`src/rtl/ex_mem_stage_if.sv`:
```
// EX/MEM boundary bundle: EX results and ctrl stall/flush in, MEM-side registers
// plus the madd/msub carry-back and bubble counter out.
interface ex_mem_stage_if #(
  parameter int DATA_W = 32,
  parameter int ADDR_W = 5,
  parameter int CNT_W  = 2,
  parameter int PERF_W = 16
);
  logic                stall_ex;
  logic                stall_mem;
  logic                flush;
  logic                ex_valid;
  logic [ADDR_W-1:0]   ex_waddr;
  logic                ex_wreg;
  logic [DATA_W-1:0]   ex_wdata;
  logic [DATA_W-1:0]   ex_hi;
  logic [DATA_W-1:0]   ex_lo;
  logic                ex_whilo;
  logic [2*DATA_W-1:0] ex_hilo_temp;
  logic [CNT_W-1:0]    ex_cnt;

  logic                mem_valid;
  logic [ADDR_W-1:0]   mem_waddr;
  logic                mem_wreg;
  logic [DATA_W-1:0]   mem_wdata;
  logic [DATA_W-1:0]   mem_hi;
  logic [DATA_W-1:0]   mem_lo;
  logic                mem_whilo;
  logic [2*DATA_W-1:0] hilo_temp_o;
  logic [CNT_W-1:0]    cnt_o;
  logic [PERF_W-1:0]   bubble_cnt;

  modport master (
    output stall_ex, stall_mem, flush, ex_valid, ex_waddr, ex_wreg, ex_wdata,
           ex_hi, ex_lo, ex_whilo, ex_hilo_temp, ex_cnt,
    input  mem_valid, mem_waddr, mem_wreg, mem_wdata, mem_hi, mem_lo, mem_whilo,
           hilo_temp_o, cnt_o, bubble_cnt
  );

  modport slave (
    input  stall_ex, stall_mem, flush, ex_valid, ex_waddr, ex_wreg, ex_wdata,
           ex_hi, ex_lo, ex_whilo, ex_hilo_temp, ex_cnt,
    output mem_valid, mem_waddr, mem_wreg, mem_wdata, mem_hi, mem_lo, mem_whilo,
           hilo_temp_o, cnt_o, bubble_cnt
  );
endinterface

```
`src/rtl/ex_mem_stage.sv`:
```
// EX/MEM pipeline register with flush/bubble/hold control, valid bit,
// madd/msub intermediate carry-back and a saturating bubble counter.
module ex_mem_stage #(
  parameter int DATA_W = 32,
  parameter int ADDR_W = 5,
  parameter int CNT_W  = 2,
  parameter int PERF_W = 16
) (
  input logic           clk,
  input logic           rst,
  ex_mem_stage_if.slave bus
);

  typedef enum logic [1:0] {
    MODE_ADVANCE,
    MODE_HOLD,
    MODE_BUBBLE,
    MODE_FLUSH
  } mode_t;

  mode_t mode;

  function automatic logic [PERF_W-1:0] sat_inc(input logic [PERF_W-1:0] v);
    return (&v) ? v : v + PERF_W'(1);
  endfunction

  always_comb begin
    mode = MODE_ADVANCE;
    if (bus.flush)                          mode = MODE_FLUSH;
    else if (bus.stall_ex && bus.stall_mem) mode = MODE_HOLD;
    else if (bus.stall_ex)                  mode = MODE_BUBBLE;
  end

  // EX -> MEM register boundary
  always_ff @(posedge clk or posedge rst) begin
    if (rst) begin
      bus.mem_valid   <= 1'b0;
      bus.mem_waddr   <= '0;
      bus.mem_wreg    <= 1'b0;
      bus.mem_wdata   <= '0;
      bus.mem_hi      <= '0;
      bus.mem_lo      <= '0;
      bus.mem_whilo   <= 1'b0;
      bus.hilo_temp_o <= '0;
      bus.cnt_o       <= '0;
      bus.bubble_cnt  <= '0;
    end else begin
      case (mode)
        MODE_FLUSH: begin
          bus.mem_valid   <= 1'b0;
          bus.mem_waddr   <= '0;
          bus.mem_wreg    <= 1'b0;
          bus.mem_wdata   <= '0;
          bus.mem_hi      <= '0;
          bus.mem_lo      <= '0;
          bus.mem_whilo   <= 1'b0;
          bus.hilo_temp_o <= '0;
          bus.cnt_o       <= '0;
        end
        MODE_BUBBLE: begin
          // NOP goes to MEM while EX keeps its partial madd/msub result alive
          bus.mem_valid   <= 1'b0;
          bus.mem_waddr   <= '0;
          bus.mem_wreg    <= 1'b0;
          bus.mem_wdata   <= '0;
          bus.mem_hi      <= '0;
          bus.mem_lo      <= '0;
          bus.mem_whilo   <= 1'b0;
          bus.hilo_temp_o <= bus.ex_hilo_temp;
          bus.cnt_o       <= bus.ex_cnt;
          bus.bubble_cnt  <= sat_inc(bus.bubble_cnt);
        end
        MODE_HOLD: begin
        end
        MODE_ADVANCE: begin
          bus.mem_valid   <= bus.ex_valid;
          bus.mem_waddr   <= bus.ex_waddr;
          bus.mem_wreg    <= bus.ex_wreg;
          bus.mem_wdata   <= bus.ex_wdata;
          bus.mem_hi      <= bus.ex_hi;
          bus.mem_lo      <= bus.ex_lo;
          bus.mem_whilo   <= bus.ex_whilo;
          bus.hilo_temp_o <= '0;
          bus.cnt_o       <= '0;
        end
      endcase
    end
  end

  // MEM stalled while EX runs is an encoding ctrl never produces; we still advance
  illegal_stall_encoding: assert property (@(posedge clk) disable iff (rst)
    !(!bus.flush && !bus.stall_ex && bus.stall_mem))
    else $error("ex_mem_stage: stall_mem asserted without stall_ex");

endmodule

```
`src/flat_wrapper.sv`:
```
// flat-port wrapper written by rule: the top's interface ports become plain ports
module ex_mem_stage_flat 
#(
  parameter int DATA_W = 32,
  parameter int ADDR_W = 5,
  parameter int CNT_W  = 2,
  parameter int PERF_W = 16
)
  (clk, rst, bus_stall_ex, bus_stall_mem, bus_flush, bus_ex_valid, bus_ex_waddr, bus_ex_wreg, bus_ex_wdata, bus_ex_hi, bus_ex_lo, bus_ex_whilo, bus_ex_hilo_temp, bus_ex_cnt, bus_mem_valid, bus_mem_waddr, bus_mem_wreg, bus_mem_wdata, bus_mem_hi, bus_mem_lo, bus_mem_whilo, bus_hilo_temp_o, bus_cnt_o, bus_bubble_cnt);
  ex_mem_stage_if #(.DATA_W(DATA_W), .ADDR_W(ADDR_W), .CNT_W(CNT_W), .PERF_W(PERF_W)) bus_i ();
  input logic clk;
  input logic rst;
  input wire logic [$bits(bus_i.stall_ex)-1:0] bus_stall_ex;
  input wire logic [$bits(bus_i.stall_mem)-1:0] bus_stall_mem;
  input wire logic [$bits(bus_i.flush)-1:0] bus_flush;
  input wire logic [$bits(bus_i.ex_valid)-1:0] bus_ex_valid;
  input wire logic [$bits(bus_i.ex_waddr)-1:0] bus_ex_waddr;
  input wire logic [$bits(bus_i.ex_wreg)-1:0] bus_ex_wreg;
  input wire logic [$bits(bus_i.ex_wdata)-1:0] bus_ex_wdata;
  input wire logic [$bits(bus_i.ex_hi)-1:0] bus_ex_hi;
  input wire logic [$bits(bus_i.ex_lo)-1:0] bus_ex_lo;
  input wire logic [$bits(bus_i.ex_whilo)-1:0] bus_ex_whilo;
  input wire logic [$bits(bus_i.ex_hilo_temp)-1:0] bus_ex_hilo_temp;
  input wire logic [$bits(bus_i.ex_cnt)-1:0] bus_ex_cnt;
  output wire logic [$bits(bus_i.mem_valid)-1:0] bus_mem_valid;
  output wire logic [$bits(bus_i.mem_waddr)-1:0] bus_mem_waddr;
  output wire logic [$bits(bus_i.mem_wreg)-1:0] bus_mem_wreg;
  output wire logic [$bits(bus_i.mem_wdata)-1:0] bus_mem_wdata;
  output wire logic [$bits(bus_i.mem_hi)-1:0] bus_mem_hi;
  output wire logic [$bits(bus_i.mem_lo)-1:0] bus_mem_lo;
  output wire logic [$bits(bus_i.mem_whilo)-1:0] bus_mem_whilo;
  output wire logic [$bits(bus_i.hilo_temp_o)-1:0] bus_hilo_temp_o;
  output wire logic [$bits(bus_i.cnt_o)-1:0] bus_cnt_o;
  output wire logic [$bits(bus_i.bubble_cnt)-1:0] bus_bubble_cnt;
  assign bus_i.stall_ex = bus_stall_ex;
  assign bus_i.stall_mem = bus_stall_mem;
  assign bus_i.flush = bus_flush;
  assign bus_i.ex_valid = bus_ex_valid;
  assign bus_i.ex_waddr = bus_ex_waddr;
  assign bus_i.ex_wreg = bus_ex_wreg;
  assign bus_i.ex_wdata = bus_ex_wdata;
  assign bus_i.ex_hi = bus_ex_hi;
  assign bus_i.ex_lo = bus_ex_lo;
  assign bus_i.ex_whilo = bus_ex_whilo;
  assign bus_i.ex_hilo_temp = bus_ex_hilo_temp;
  assign bus_i.ex_cnt = bus_ex_cnt;
  assign bus_mem_valid = bus_i.mem_valid;
  assign bus_mem_waddr = bus_i.mem_waddr;
  assign bus_mem_wreg = bus_i.mem_wreg;
  assign bus_mem_wdata = bus_i.mem_wdata;
  assign bus_mem_hi = bus_i.mem_hi;
  assign bus_mem_lo = bus_i.mem_lo;
  assign bus_mem_whilo = bus_i.mem_whilo;
  assign bus_hilo_temp_o = bus_i.hilo_temp_o;
  assign bus_cnt_o = bus_i.cnt_o;
  assign bus_bubble_cnt = bus_i.bubble_cnt;
  ex_mem_stage #(.DATA_W(DATA_W), .ADDR_W(ADDR_W), .CNT_W(CNT_W), .PERF_W(PERF_W)) u_core (.clk(clk), .rst(rst), .bus(bus_i));
endmodule
```
`config.mk`:
```
export PLATFORM = sky130hd
export DESIGN_NAME = ex_mem_stage_flat
export DESIGN_NICKNAME = d
export VERILOG_FILES = /design/src/rtl/ex_mem_stage_if.sv /design/src/rtl/ex_mem_stage.sv /design/src/flat_wrapper.sv
export SDC_FILE = /design/constraint.sdc
export NUM_CORES = 1
export LEC_CHECK = 0
export CORE_MARGIN = 3
export CORE_UTILIZATION = 38
export CTS_CLUSTER_DIAMETER = 150
export DETAILED_ROUTE_END_ITERATION = 7
export DONT_BUFFER_PORTS = 1
export GPL_ROUTABILITY_DRIVEN = 1
export RECOVER_POWER = 25
export SLEW_MARGIN = 15
export SYNTH_ARGS = -nofsm -noshare
export SYNTH_HDL_FRONTEND = slang
export SYNTH_SLANG_ARGS = --single-unit
export TNS_END_PERCENT = 5
```
`constraint.sdc`:
```
create_clock -name clk -period 8.1 [get_ports clk]
set_input_delay 2.43 -clock clk [delete_from_list [all_inputs] [get_ports clk]]
set_output_delay 2.43 -clock clk [all_outputs]
set_load 0.02 [all_outputs]
```
==> results.md, run 1 <==
* Outcome: completed
* Setup TNS Final at 0 ns
* Req. time, crit path at 8.44 ns
* Post-Synthesis Cells at 452
* RD Place Congestion at 0.807
* Worst hold path class: reg2reg
* H-Tree Depth at 4
* Fin. Hold Viols at 0
* EDFF count, synth at 0
* Antenna violations before repair at 1
* Syn_area_per_cell at 14.9 sq um
* Yosys top cell area share at 69.0%
* Max Cap Viol at 0
* Initial Utilization at 38.9%
* Final Skew at 0.00769 ns
* Mapped Area at 0.00675 sq mm
* Largest net degree at the start of global routing at 112
* Yosys reg bits at 186
* Placed instance area at 0.00692 sq mm
* Die Height at 139 um
* F_max at 237 MHz
* Core area at 0.0174 sq mm
* Root buf cell: clkbuf_16
* Top cells by area, synth: dfrtp_1, a22o_1, clkbuf_1
* Vias at 4023
* Post-CTS Setup Inserts at 0
* Clock Path Buffers at 2
* # setup viols final at 0
* Vias in the first global route at 4314
* Via-to-Cell Ratio at 5.95
* Worst slew pin tran at 1.04 ns
* VDD IR max at 0.000129 V
* Worst skew pair latency at 0.41 ns
* CTS tree: yes
* WP data arrival at 4.56 ns
* Power Dens Cells at 276 mW/mm^2
* Area Growth Syn to Fin at 11.5%
* # resized after CTS at 0
* DR iter-0 viols at 219
* Post-detail-place hpwl at 12300 um
* WL per Instance at 25.8 um
* Syn. warnings at 0
* Primary FF master, synth: dfrtp_1
* RSZ-0062 raised after global routing: false
* Final Power at 0.00208 W
* # IOs at 361
* DIE WIDTH at 139 um
* First-pass GRT wire length at 26400 um
* Critical path capture point type: flop
* Drt total wl at 17500 um
* Fraction of layout cells with a size suffix above 1 at 9.33%
* Post-route antenna net violation count at 0
* Hold-fix buffers, CTS at 0
* Fin nets at 613
* Clk pin slew, worst setup/hold paths at 0.07 ns
* Gr ovfl total at 0
* Final Cycle Share at 52.1%
* IO Port Bufs at 0
* Leakage at 3.61 nW
* Number of buffers created by CTS at 17
* 1st-pass router iterations at 4
* Post-synth net total at 628
* Yosys cell types at 31
* Max Fanout on Critical Path at 86
* Post-route cell area at 0.00752 sq mm
* Kind of critical path: in2reg
* Final Critical Period at 4.22 ns
* Residual DRC count at 0
* Sequential fraction of the synthesis area at 69.0%
* Row count at 48
* Max-slew headroom at 30.4%
* Tot GR Track Use at 17.3%
* Worst Hold Margin at 0.661 ns
* Slew Limit Fails at 0
* Synth area leader: dfrtp_1
* TritonCTS Sinks at 186
* Die area at 0.0194 sq mm
* Async SR Flop Fraction at 100%
* Startpoint type of the worst setup path: input port
cell type report:
type	count	area, sq um
Antenna cell	1	2.50
Timing Repair Buffer	4	30.0
Sequential cell	186	4650
Clock inverter	12	184
Multi-Input combinational cell	226	1910
Inverter	2	12.5
Tap cell	225	282
Fill cell	1571	9840
Clock buffer	20	447
layout by cell type (no fill, tap or decap):
cell type	n
nor3b_2	1
clkbuf_16	17
nor4_4	1
dfrtp_1	186
xnor2_1	5
inv_1	1
nor4_1	3
inv_6	6
or3b_1	1
nor4_2	1
or2_1	1
bufinv_16	4
nor3b_1	1
diode_2	1
mux2_2	1
nand2_1	3
nor4b_1	1
nand3_1	5
clkinv_2	1
xor2_1	9
nand4b_1	1
a22o_1	170
clkbuf_8	1
or4_4	1
nor3_1	2
and3_1	1
clkbuf_1	2
nor2_1	5
and3b_4	1
nor2_4	1
buf_4	4
or2_0	1
clkinvlp_4	2
a31oi_1	3
nand4_1	6
ha_1	1
synthesized netlist by cell type, drive strengths merged, types with 2 or more instances:
library cell,instances
a22o,170
a31oi,3
nand2,3
xor2,9
buf,15
nand3,5
clkbuf,23
xnor2,5
dfrtp,186
or2,2
nor4,5
nand4,6
nor3b,2
nor3,2
inv,2
nor2,6
sequential cells by signal, summed over array words and instances, names as in the netlist:
register and flops:
u_core.bus.mem_whilo 1, u_core.bus.mem_lo 32, u_core.bus.mem_wdata 32, u_core.bus.cnt_o 2
u_core.bus.mem_valid 1, u_core.bus.mem_wreg 1, u_core.bus.bubble_cnt 16, u_core.bus.mem_waddr 5
u_core.bus.hilo_temp_o 64, u_core.bus.mem_hi 32
through the flow:
| stage | setup WS, ns | std cells | util (%) |
|---|---|---|---|
| global placement | 3.59 | 643 | 39.8 |
| global route | 3.74 | 676 | 43.3 |
| finish | 3.88 | 676 | 43.3 |
| floorplan | 0.613 | 452 | - |
| detailed placement | 3.45 | 643 | 39.8 |
| CTS | 3.89 | 675 | 43.5 |
worst max-delay path, cell delays in order:
cell and delay [ns]:
and3b_4 0.95, buf_4 0.87, a22o_1 0.27
metal layers:
metal	vias to the layer above	routed length, um	global-route usage, %
met5	-	0	0
met4	0	399	6.13
met3	23	1370	6.46
met2	230	8720	28.4
met1	2066	6970	21.1
li1	1704	-	-
where the power goes:
group,leakage [nW],switching (W),internal [W],total [W]
registers,2.50,0.000117,0.000976,0.00109
logic,0.806,0.0000566,0.0000389,0.0000955
clock network,0.302,0.000360,0.000531,0.000890
cell families (layout without fill, tap and decap cells):
group / count (synthesis) / after routing / share of synthesized area, %
compound gates: 173 / 173 / 22.3
xor+xnor: 14 / 14 / 1.82
fa+ha+maj: 1 / 1 / 0.185
buf+inv: 40 / 38 / 2.56
flops: 186 / 186 / 69.0
mux: 1 / 1 / 0.167
other cells: 0 / 1 / 0
simple gates: 37 / 37 / 3.95
path summary, 6_finish.rpt:
path | startpoint | endpoint | slack [ns] | cells after the start
max in group asynchronous | rst | u_core.bus.hilo_temp_o[28] | 4.55 | 2
min | u_core.bus.hilo_temp_o[13] | u_core.bus.hilo_temp_o[13] | 0.66 | 1
min in group asynchronous | rst | u_core.bus.bubble_cnt[12] | 2.08 | 1
max | bus_flush | u_core.bus.mem_hi[30] | 3.88 | 3
max reg2reg | u_core.bus.bubble_cnt[0] | u_core.bus.bubble_cnt[1] | 6.21 | 5
min reg2reg | u_core.bus.hilo_temp_o[13] | u_core.bus.hilo_temp_o[13] | 0.66 | 1
Power figures use the tool's default switching activity.
==> inputs of run 2 (changes only) <==
- clock period: 8.1 -> 3.7 ns (I/O delays scaled with it)
==> run 2 against run 1 <==
The flow now finishes with violations (max-capacitance violations, max-slew violations). First-iteration DRC count rose by 11%. Critical endpoint is now u_core.bus.mem_wdata[14]. Global-route usage fell by 0.26 points. Critical path depth fell by 1. Non-clock buffer count rose by 6. Combinational power rose by 130%. Total power rose by 110%.
==> results.md, run 2 (synthesis results as in run 1) <==
* Final Skew at 0.00503 ns (was 0.00769 ns)
* Final Power at 0.00444 W (was 0.00208 W)
* Power Dens Cells at 584 mW/mm^2 (was 276 mW/mm^2)
* Violated checks: max-capacitance violations, max-slew violations
* Critical path's slowest cell: clkinvlp_2 (was and3b_4)
* Final Critical Period at 2.43 ns
* Setup TNS Final at 0 ns (unchanged)
* Die Height at 139 um (unchanged)
* H-Tree Depth at 4 (unchanged)
* Worst Hold Margin at 0.662 ns (was 0.661 ns)
* Initial Utilization at 38.9% (unchanged)
* Kind of critical path: in2async (was in2reg)
* Dpl ws at 1.23 ns (was 3.45 ns)
* VDD IR max at 0.000316 V (was 0.000129 V)
* DR iter-0 viols at 242 (was 219)
* Largest net degree at the start of global routing at 171 (was 112)
* TritonCTS Sinks at 186 (unchanged)
* Root buf cell: clkbuf_16 (unchanged)
* Placed instance area at 0.00701 sq mm (was 0.00692 sq mm)
* Fin. Hold Viols at 0 (unchanged)
* Max Cap Viol at 1 (was 0)
* Critical path capture point type: async pin (was flop)
* PnR worst setup slack at 1.27 ns (was 3.88 ns)
* WP data arrival at 2.87 ns (was 4.56 ns)
* Combinational share of power at 5.0% (was 4.6%)
* Startpoint type of the worst setup path: input port (unchanged)
* Worst skew pair latency at 0.42 ns (was 0.41 ns)
* Most frequent cells in the layout: dfrtp_1, a22o_1, clkbuf_16 (unchanged)
* Vias at 3997 (was 4023)
* Residual DRC count at 0 (unchanged)
* Clock Path Buffers at 2 (unchanged)
* Final Cycle Share at 65.6%
* Commonest non-fill, non-tap cell in the layout: dfrtp_1 (unchanged)
* Max Fanout on Critical Path at 39 (was 86)
* Antenna violations before repair at 0 (was 1)
* Outcome: finished with violations (was completed)
* WL per Instance at 24.5 um (was 25.8 um)
* Biggest register: u_core.bus.hilo_temp_o (unchanged)
* RSZ-0062 raised after global routing: false (unchanged)
* Max-slew headroom at -20.8% (was 30.4%)
* Gr ovfl total at 0 (unchanged)
* Core area at 0.0174 sq mm (unchanged)
* DIE WIDTH at 139 um (unchanged)
* Cells along the critical path: clkinvlp_2 -> clkbuf_1 (was and3b_4 -> buf_4 -> a22o_1)
* Worst hold path class: reg2reg (unchanged)
* Fin nets at 619 (was 613)
* # resized after CTS at 0 (unchanged)
* CTS tree: yes (unchanged)
* Number of buffers created by CTS at 17 (unchanged)
* Post-route cell area at 0.00759 sq mm (was 0.00752 sq mm)
* Sequential share of power at 53.9% (was 52.6%)
* Switching portion of total power at 27.9% (was 25.6%)
* Req. time, crit path at 4.14 ns (was 8.44 ns)
* Via-to-Cell Ratio at 5.87 (was 5.95)
* Worst slew pin tran at 1.80 ns (was 1.04 ns)
* IO Port Bufs at 0 (unchanged)
* Pint at 0.00320 W (was 0.00155 W)
* Largest incremental delay on the critical path at 1.02 ns (was 0.95 ns)
* Vias in the first global route at 4249 (was 4314)
* Row count at 48 (unchanged)
* Number of flip-flops in the largest register at 64 (unchanged)
* Fraction of layout cells with a size suffix above 1 at 11.2% (was 9.33%)
* NetSw at 0.00124 W (was 0.000533 W)
* Clk pin slew, worst setup/hold paths at 0.08 ns (was 0.07 ns)
* RD Place Congestion at 0.780 (was 0.807)
* Die area at 0.0194 sq mm (unchanged)
* 1st-pass router iterations at 4 (unchanged)
* Leakage at 3.64 nW (was 3.61 nW)
* Post-CTS Setup Inserts at 0 (unchanged)
* WP buf/inv at 2 (was 1)
* Number of diodes at 0 (was 1)
* # IOs at 361 (unchanged)
* Family with the most delay on the worst path: buffers and inverters (was simple AND/OR/NAND/NOR gates)
* # setup viols final at 0 (unchanged)
* Area Growth Syn to Fin at 12.5% (was 11.5%)
* Post-route antenna net violation count at 0 (unchanged)
* Post-detail-place hpwl at 11800 um (was 12300 um)
* Slew Limit Fails at 38 (was 0)
* Drt total wl at 16700 um (was 17500 um)
* First-pass GRT wire length at 25900 um (was 26400 um)
* Clock share of power at 41.1% (was 42.8%)
* Hold-fix buffers, CTS at 0 (unchanged)
* F_max at 412 MHz
* Tot GR Track Use at 17.1% (was 17.3%)
[run 2: stage by stage]
step / util [%] / instances
after floorplan: - / 452
after global placement: 40.4 / 649
after detailed placement: 40.4 / 649
after CTS: 43.9 / 681
after global routing: 43.8 / 681
final: 43.8 / 681
[run 2: final cells by class]
| type | count | area (sq um) |
|---|---|---|
| clock inverter | 15 | 176 |
| sequential | 186 | 4650 |
| multi-input combinational | 226 | 1940 |
| tap | 225 | 282 |
| inverter | 2 | 8.76 |
| clock buffer | 17 | 425 |
| timing repair buffer | 10 | 110 |
| fill | 1574 | 9760 |
[run 2: worst paths after layout]
kind,depth (start not counted),startpoint,endpoint,slack (ns)
worst min register to register,1,u_core.bus.hilo_temp_o[3],u_core.bus.hilo_temp_o[3],0.66
worst max-delay path,2,rst,u_core.bus.mem_wdata[14],1.27
min in group asynchronous,1,rst,u_core.bus.mem_hi[18],1.03
max in group clk,0,u_core.bus.bubble_cnt[2],bus_bubble_cnt[2],1.59
worst min-delay path,1,u_core.bus.hilo_temp_o[3],u_core.bus.hilo_temp_o[3],0.66
worst max register to register,5,u_core.bus.bubble_cnt[0],u_core.bus.bubble_cnt[1],1.79
[run 2: power groups by stage]
stage / Combinational, W / Sequential [W] / Clock, W
6_report: 0.000222 / 0.00239 / 0.00182
5_1_grt: 0.000256 / 0.00241 / 0.00197
4_1_cts: 0.000230 / 0.00240 / 0.00186
3_5_place_dp: 0.000230 / 0.00243 / 0
3_3_place_gp: 0.000216 / 0.00243 / 0
2_1_floorplan: 0.000180 / 0.00239 / 0
[run 2: per-layer routing]
metal  global-route usage, %  wire length, um
met1                    21.0             6470
met2                    27.9             8510
met3                    6.46             1390
met4                    5.87              313
met5                       0                0
==> inputs of run 3 (changes only) <==
- clock period: 3.7 -> 2.5 ns (I/O delays scaled with it)
==> run 3 against run 2 <==
The run now ends clean. Sequential cell count unchanged. Die area did not move. Register-to-register slack got worse by 1.2 ns. Clock skew rose by 0.0042 ns. First-iteration DRC count decreased by 13%. Largest power group unchanged.
==> results.md, run 3 (synthesis results as in run 1) <==
* Core area at 0.0174 sq mm (unchanged)
* Critical R2R Capture: u_core.bus.bubble_cnt[1] (unchanged)
* RSZ-0062 raised after global routing: false (unchanged)
* Filler cells at 1566 (was 1574)
* Worst skew pair latency at 0.42 ns (about the same)
* IO Port Bufs at 0 (unchanged)
* Worst R2R Path Depth at 5 (unchanged)
* Post-detail-place hpwl at 12000 um (was 11800 um)
* Fraction of layout cells with a size suffix above 1 at 11.7% (was 11.2%)
* Clock Path Buffers at 2 (unchanged)
* VDD IR max at 0.000414 V (was 0.000316 V)
* Kind of critical path: reg2reg (was in2async)
* Antenna violations before repair at 0 (unchanged)
* Die Height at 139 um (unchanged)
* Post-CTS Setup Inserts at 0 (unchanged)
* Number of buffers created by CTS at 17 (unchanged)
* Leakage at 3.62 nW (was 3.64 nW)
* Final Cycle Share at 76.1%
* Placed instance area at 0.00702 sq mm (was 0.00701 sq mm)
* First-pass GRT wire length at 26000 um (was 25900 um)
* Post-route cell area at 0.00757 sq mm (was 0.00759 sq mm)
* # IOs at 361 (unchanged)
* WL per Instance at 24.6 um (was 24.5 um)
* Vias in the first global route at 4346 (was 4249)
* TritonCTS Sinks at 186 (unchanged)
* Footprint of the multi-input gates at 0.00194 sq mm (unchanged)
* Biggest register: u_core.bus.hilo_temp_o (unchanged)
* DIE WIDTH at 139 um (unchanged)
* Final Skew at 0.00926 ns (was 0.00503 ns)
* Post-route antenna net violation count at 0 (unchanged)
* Max-slew headroom at 16.1% (was -20.8%)
* Worst slew pin tran at 1.26 ns (was 1.80 ns)
* Worst Setup SP: u_core.bus.bubble_cnt[0] (was rst)
* Row count at 48 (unchanged)
* Largest net degree at the start of global routing at 97 (was 171)
* Sequential cell area at 0.00465 sq mm (unchanged)
* Vias at 4048 (was 3997)
* Slew Limit Fails at 0 (was 38)
* # setup viols final at 0 (unchanged)
* Power Dens Cells at 855 mW/mm^2 (was 584 mW/mm^2)
* CTS tree: yes (unchanged)
* FF-to-FF Start: u_core.bus.bubble_cnt[0] (unchanged)
* Worst Hold Margin at 0.0812 ns (was 0.662 ns)
* Hold-fix buffers, CTS at 0 (unchanged)
* Max Fanout on Critical Path at 6 (was 39)
* Fin nets at 617 (was 619)
* Number of diodes at 0 (unchanged)
* Fin. Hold Viols at 0 (unchanged)
* Outcome: completed (was finished with violations)
* Most frequent cells in the layout: dfrtp_1, a22o_1, clkbuf_16 (unchanged)
* # resized after CTS at 0 (unchanged)
* Final Critical Period at 1.90 ns
* DR iter-0 viols at 210 (was 242)
* Area Growth Syn to Fin at 12.1% (was 12.5%)
* Max Cap Viol at 0 (was 1)
* Critical path capture point type: flop (was async pin)
* WP data arrival at 2.21 ns (was 2.87 ns)
* Final Power at 0.00647 W (was 0.00444 W)
* Initial Utilization at 38.9% (unchanged)
* Drt total wl at 16700 um (about the same)
* Root buf cell: clkbuf_16 (unchanged)
* Number of flip-flops in the largest register at 64 (unchanged)
* Commonest non-fill, non-tap cell in the layout: dfrtp_1 (unchanged)
* Die area at 0.0194 sq mm (unchanged)
* R2R Setup Slk at 0.60 ns (was 1.79 ns)
* Clk pin slew, worst setup/hold paths at 0.07 ns (was 0.08 ns)
* Startpoint type of the worst setup path: flop (was input port)
* Req. time, crit path at 2.81 ns (was 4.14 ns)
* 1st-pass router iterations at 4 (unchanged)
* Tot GR Track Use at 17.1% (about the same)
* RD Place Congestion at 0.773 (was 0.780)
* H-Tree Depth at 4 (unchanged)
* Residual DRC count at 0 (unchanged)
* Gr ovfl total at 0 (unchanged)
* Worst hold path class: in2async (was reg2reg)
* Via-to-Cell Ratio at 5.96 (was 5.87)
* F_max at 526 MHz
==> run 3: how the worst max path moves through the flow <==
stage | to | slack (ns) | depth (start not counted)
finish | u_core.bus.bubble_cnt[1] | 0.60 | 5
CTS | u_core.bus.bubble_cnt[1] | 0.58 | 5
global placement | u_core.bus.bubble_cnt[11] | 0.40 | 4
floorplan | u_core.bus.bubble_cnt[0] | -0.64 | 1
detailed placement | u_core.bus.bubble_cnt[11] | 0.41 | 4
global route | u_core.bus.bubble_cnt[1] | 0.42 | 5
==> run 3: critical path: stages (launching register included) <==
cell	delay, ns
dfrtp_1	0.58
ha_1	0.27
nand4_1	0.18
nor4_4	0.34
nor2_1	0.13
mux2_2	0.29
==> run 3: final cells by class <==
class	instances	area share, %
inverter	2	0.116
sequential	186	61.5
timing repair buffer	8	1.46
clock buffer	19	5.99
clock inverter	13	1.60
multi-input combinational	226	25.6
tap	225	3.72
==> run 3: power by group <==
group          leakage, nW  total, W  internal, W  switching, W
Combinational        0.839  0.000324     0.000136      0.000187
Sequential            2.50   0.00355      0.00316      0.000384
Clock                0.279   0.00260      0.00137       0.00123
Total                 3.62   0.00647      0.00467       0.00180
==> run 3: stage by stage <==
stage / setup TNS (ns) / setup slack [ns] / utilization [%] / std cells
finish: 0 / 0.597 / 43.6 / 679
global route: 0 / 0.416 / 43.6 / 679
CTS: 0 / 0.585 / 43.8 / 679
detailed placement: 0 / 0.413 / 40.4 / 647
global placement: 0 / 0.398 / 40.4 / 647
floorplan: -119.51 / -0.643 / - / 452
==> run 3: per-layer routing <==
layer	wire length (um)	GRT usage (%)	part of all wire, %	up-vias
met4	433	6.64	2.6	0
met1	6490	21.6	39	2081
met2	8390	26.9	50	230
met3	1410	6.29	8.4	29
li1	-	-	-	1708
met5	0	0	0	-
